[src/rtl/serial_prog_loader.sv]
// serial_prog_loader
//   Bit-serial loader feeding the io_interface load port. A host shifts
//   16-bit words in MSB first while ser_frame is high. The first word of a
//   frame is a header selecting the target memory (bit W-1: 1=instr,
//   0=data) and the start address. Each later word is replayed as a
//   command pair: load the address register (SETA), then write memory (WRIT).
// Ports
//   clk, reset      rising-edge clock, asynchronous active-low reset
//   ser_frame       high for the whole frame (header + data words)
//   ser_din         serial data, MSB first, sampled while ser_frame=1
//   ld_data         io_interface data_in
//   ld_wr_rdb       io_interface wr_rdb
//   ld_addr_memb    io_interface addr_memb
//   ld_instr_datab  io_interface instr_datab
//   busy            frame active or a command pair pending/emitting
//   words_loaded    data words written in the current/last frame (saturating)
//   frame_err       sticky: frame ended on a partial word
module serial_prog_loader #(
    parameter int W        = 16,
    parameter int DATA_AW  = 8,
    parameter int INSTR_AW = 13
) (
    input  logic         clk,
    input  logic         reset,
    input  logic         ser_frame,
    input  logic         ser_din,
    output logic [W-1:0] ld_data,
    output logic         ld_wr_rdb,
    output logic         ld_addr_memb,
    output logic         ld_instr_datab,
    output logic         busy,
    output logic [13:0]  words_loaded,
    output logic         frame_err
);

    localparam int CW = $clog2(W);
    localparam logic [CW-1:0] LAST_BIT = CW'(W - 1);

    typedef enum logic [1:0] {
        IDLE = 2'd0,
        SETA = 2'd1,
        WRIT = 2'd2
    } state_t;

    state_t state, state_next;

    logic [W-2:0]        shreg;
    logic [CW-1:0]       bitcnt;
    logic                frame_q;
    logic                hdr_mode;
    logic                tgt;
    logic [INSTR_AW-1:0] ptr;
    logic [W-1:0]        data_buf;
    logic                pend;

    logic                frame_rise, frame_fall;
    logic [CW-1:0]       cnt_eff;
    logic [W-1:0]        word;
    logic                word_done, hdr_done, data_done, wr_exit, pend_next;
    logic [DATA_AW-1:0]  dptr_inc;
    logic [INSTR_AW-1:0] ptr_inc, hdr_ptr;

    logic [W-1:0]        nx_data;
    logic                nx_wr, nx_am, nx_id;

    assign frame_rise = ser_frame & ~frame_q;
    assign frame_fall = ~ser_frame & frame_q;
    // The rising-edge cycle already carries the first header bit, so the
    // count restarts from zero in that same cycle.
    assign cnt_eff    = frame_rise ? '0 : bitcnt;
    assign word       = {shreg, ser_din};
    assign word_done  = ser_frame & (cnt_eff == LAST_BIT);
    assign hdr_done   = word_done & (frame_rise | hdr_mode);
    assign data_done  = word_done & ~(frame_rise | hdr_mode);
    assign wr_exit    = (state == WRIT);
    // A word completing as WRIT exits keeps pend set.
    assign pend_next  = data_done | (pend & ~wr_exit);

    assign dptr_inc = ptr[DATA_AW-1:0] + DATA_AW'(1);
    assign ptr_inc  = tgt ? (ptr + INSTR_AW'(1))
                          : {{(INSTR_AW-DATA_AW){1'b0}}, dptr_inc};
    assign hdr_ptr  = word[W-1] ? word[INSTR_AW-1:0]
                                : {{(INSTR_AW-DATA_AW){1'b0}}, word[DATA_AW-1:0]};

    // Next state and the command values registered onto the port with it.
    always_comb begin
        state_next = state;
        nx_data    = '0;
        nx_wr      = 1'b0;
        nx_am      = 1'b1;
        nx_id      = 1'b0;
        case (state)
            IDLE:    if (pend) state_next = SETA;
            SETA:    state_next = WRIT;
            WRIT:    state_next = IDLE;
            default: state_next = IDLE;
        endcase
        case (state_next)
            SETA: begin
                nx_wr   = 1'b1;
                nx_am   = 1'b1;
                nx_id   = tgt;
                nx_data = {{(W-INSTR_AW){1'b0}}, ptr};
            end
            WRIT: begin
                nx_wr   = 1'b1;
                nx_am   = 1'b0;
                nx_id   = tgt;
                nx_data = data_buf;
            end
            default: ;
        endcase
    end

    always_ff @(posedge clk or negedge reset) begin
        if (!reset) state <= IDLE;
        else        state <= state_next;
    end

    always_ff @(posedge clk or negedge reset) begin
        if (!reset) begin
            shreg          <= '0;
            bitcnt         <= '0;
            frame_q        <= 1'b0;
            hdr_mode       <= 1'b0;
            tgt            <= 1'b0;
            ptr            <= '0;
            data_buf       <= '0;
            pend           <= 1'b0;
            ld_data        <= '0;
            ld_wr_rdb      <= 1'b0;
            ld_addr_memb   <= 1'b1;
            ld_instr_datab <= 1'b0;
            busy           <= 1'b0;
            words_loaded   <= '0;
            frame_err      <= 1'b0;
        end else begin
            frame_q        <= ser_frame;
            pend           <= pend_next;
            ld_data        <= nx_data;
            ld_wr_rdb      <= nx_wr;
            ld_addr_memb   <= nx_am;
            ld_instr_datab <= nx_id;
            busy           <= ser_frame | pend_next | (state_next != IDLE);

            if (ser_frame) begin
                shreg  <= word[W-2:0];
                bitcnt <= word_done ? '0 : cnt_eff + CW'(1);
            end else if (frame_fall) begin
                bitcnt <= '0;
            end

            if (hdr_done)        hdr_mode <= 1'b0;
            else if (frame_rise) hdr_mode <= 1'b1;

            if (frame_rise)                          frame_err <= 1'b0;
            else if (frame_fall && bitcnt != '0)     frame_err <= 1'b1;

            if (data_done) data_buf <= word;

            if (hdr_done) begin
                tgt <= word[W-1];
                ptr <= hdr_ptr;
            end else if (wr_exit) begin
                ptr <= ptr_inc;
            end

            if (frame_rise)
                words_loaded <= '0;
            else if (wr_exit && words_loaded != '1)
                words_loaded <= words_loaded + 14'd1;
        end
    end

endmodule
[config.mk]
export PLATFORM = sky130hd
export DESIGN_NAME = serial_prog_loader
export DESIGN_NICKNAME = d
export VERILOG_FILES = /design/src/rtl/serial_prog_loader.sv
export SDC_FILE = /design/constraint.sdc
export NUM_CORES = 1
export LEC_CHECK = 0
export ABC_AREA = 1
export ABC_CLOCK_PERIOD_IN_PS = 2300
export CAP_MARGIN = 0
export CORE_AREA = 2 2 86 96
export CTS_CLUSTER_SIZE = 10
export DETAILED_ROUTE_END_ITERATION = 6
export DIE_AREA = 0 0 88 98
export PLACE_DENSITY = 0.84
export SETUP_SLACK_MARGIN = 0.02
export SKIP_LAST_GASP = 1
export SLEW_MARGIN = 20
export SYNTH_ARGS = -nofsm -noshare
export SYNTH_HDL_FRONTEND = slang
export SYNTH_SLANG_ARGS = --single-unit
[constraint.sdc]
create_clock -name clk -period 2.3 [get_ports clk]
set_input_delay 0.46 -clock clk [delete_from_list [all_inputs] [get_ports clk]]
set_output_delay 0.46 -clock clk [all_outputs]
set_load 0.02 [all_outputs]
==> metrics.yaml <==
status:
  status: "complete, no violations"
sta:
  min_period_ns: 2.020
  period_share_pct: 87.83
  fmax_mhz: 495.0
  rsz0062_at_grt: "no"
  slew_viol_final: 0
  clock_skew_ns: 0.01064
  tightestPinTransition_ns: 0.4764
  slew_headroom_pct: 68.24
  hold_viol: 0
  hold_slack_ns: 0.09707
  finalSetupViolCount: 0
clock_network:
  clockBufferDepth: 2
  postCtsHoldBufs: 0
  cts_resized: 0
  clkSinkCount: 89
  cts-root-buf: "clkbuf_8"
  clk_latency_ns: 0.36
  htreeDepth: 3
  cts_made_buffers: 9
  clk_pin_slew_ns: 0.09
  cts_tree: "yes"
  post_cts_buffers: 0
power_and_ir_drop:
  peakVddDrop_mv: 0.3771
  p_leak_nw: 2.312
  power_density_nw_per_um2: 636.8
detailed_routing:
  antenna_left: 0
  drt_iter0_markers: 347
  drc: 0
  via_per_inst: 5.191
  routed_wl_um: 8947
  drt-wirelength-per-cell_um: 13.68
  vias: 3395
  first_pass_iters: 5
synth:
  synth_ff_type: "dfrtp_1"
  yosys_warnings: 0
  synth_largest_area_cell: "dfrtp_1"
  yosysSeqAreaShare_pct: 52.32
  yosysMostFrequentCell: "nand2_1"
  syn_avg_cell_area_sq_um: 8.764
  synthCells: 486
  synth.top_cell.area_share_pct: 51.70
  yosys-top-cells-count: "nand2_1, dfrtp_1, inv_1"
  synth_edf_count: 0
  syn_area_sq_um: 4259
  ys_async_sr_fraction_pct: 100.0
  ys_seq_elements: 89
  synth_nets: 493
  synth_area_leaders: "dfrtp_1, nand2_1, o21ai_0"
  synth_cell_types: 35
global_route:
  antenna_found_initial: 0
  grt_max_degree: 90
  busiest_layer: "met2"
  overflow: 0
  grt_use_met2_pct: 34.79
  grt_pass1_wl_um: 15390
  grt_util_met3_pct: 2.959
  track_usage_pct: 22.74
  grt_use_met1_pct: 32.08
  grt_pass1_vias: 3333
place:
  gp_congestion: 0.8688
  io_buffers: 38
  dp_hpwl_um: 6287
  dp.cells: 638
floorplanning:
  die_h_um: 98
  ios: 39
  core_area_sq_um: 7700
  initial_utilization_pct: 55.31
  num_rows: 34
  die_area_sq_um: 8624
  die_w_um: 88
setup_path:
  start_kind: "input pin"
  critPathTopFamily: "simple AND/OR/NAND/NOR gates"
  path_buf_inv: 3
  crit_path_cell_trace: "clkdlybuf4s50_1 -> inv_4 -> nor2_8 -> nor2_1 -> ha_1 -> nand4_4 -> nor3_4 -> buf_4 -> nand2_1 -> nand2_1 -> nor2_1 -> nor2_1"
  slowest_delay_ns: 0.46
  crit_required_ns: 2.60
  end_kind: "register"
  cp_slowest_cell: "clkdlybuf4s50_1"
  arrival_ns: 2.32
  path_max_fanout: 6
  critical_path_class: "input pin to register"
  cpMostUsedCell: "nor2_1"
final_layout:
  diodes: 0
  fin_cells: 654
  syn2layout_area_growth_pct: 19.04
  layout-drive-gt1-share_pct: 13.92
  nFillCells: 611
  nets: 548
min_path:
  hold_class: "input pin to async pin"
flow_run:
  maxCapViolations: 0
[layout make-up]
class,instances,area (sq um),share of cell area (%)
Inverter,56,212.7,4.195
Clock buffer,9,123.9,2.443
Clock inverter,7,123.9,2.443
Timing Repair Buffer,57,545.5,10.76
Multi-Input combinational cell,328,1700,33.54
Sequential cell,89,2228,43.95
Tap cell,108,135.1,2.665
[worst register-to-register path, cell delays in order, from the launching register on]
cell and delay (ns):
dfrtp_1 0.42, ha_1 0.23, nand3_2 0.14, nor2_1 0.20, nand2_1 0.11, nor2_2 0.13
nor2_2 0.07, nor2_4 0.29, nand2_1 0.10, o21ai_1 0.10
[cell usage in the layout, fill, tap and decap left out, drive strengths merged]
cell type	count
xor2	8
inv	59
nor4	1
nand3	28
ha	3
nand3b	1
o31ai	1
xnor2	1
a21oi	4
bufinv	3
buf	20
dfstp	1
nor3	8
clkbuf	9
o22ai	2
nand4	7
nand2	142
nor2	46
clkdlybuf4s50	37
o21ai	72
dfrtp	88
o211ai	4
clkinvlp	1
[metrics by stage]
stage / utilization [%] / cell area, sq um / TNS [ns] / setup slack (ns) / total power [mW]
after floorplan: - / 4259 / 0 / 0.2950 / 1.833
after global placement: 62.63 / 4822 / -0.1073 / -0.02520 / 1.934
after detailed placement: 62.63 / 4822 / -1.085 / -0.08216 / 1.945
after CTS: 65.84 / 5070 / 0 / 0.2780 / 3.247
after global routing: 65.84 / 5070 / 0 / 0.1445 / 3.352
final: 65.84 / 5070 / 0 / 0.2798 / 3.228
[cell families (layout without fill, tap and decap cells)]
group / count (synthesis) / count (layout) / synth area share, %
compound gates: 83 / 83 / 11.43
xor+xnor: 9 / 9 / 1.851
fa+ha+maj: 3 / 3 / 0.8814
buf+inv: 69 / 129 / 7.756
flops: 89 / 89 / 52.32
simple gates: 233 / 233 / 25.76
[path summary, 6_finish.rpt]
check	startpoint	cells after the start	slack, ns	endpoint
max reg2reg	words_loaded[1]	9	0.43	words_loaded[10]
min	reset	2	0.1	frame_err
max in group asynchronous	reset	2	1.81	data_buf[10]
min in group clk	state[0]	1	0.47	state[0]
max	ser_frame	12	0.28	ptr[9]
min reg2reg	state[0]	1	0.47	state[0]
[sequential cells by signal (all words and copies together), names as in the netlist, 2 cells and up]
signal	cells
data_buf	16
ld_data	16
shreg	15
words_loaded	14
ptr	13
bitcnt	4
state	2
[metal layers]
layer  wire length [um]  up-vias  part of all wire [%]
met3                325       14                   3.6
met2               4364      103                    49
li1                   -     1665                     -
met4                188        0                   2.1
met5                  0        -                     0
met1               4069     1613                    45
[power by group]
part	switching (mW)	leakage, nW	internal [mW]
logic	0.153	1.00	0.0787
registers	0.0577	1.19	1.62
clock network	0.583	0.121	0.733
(Power assumes the default switching activity.)
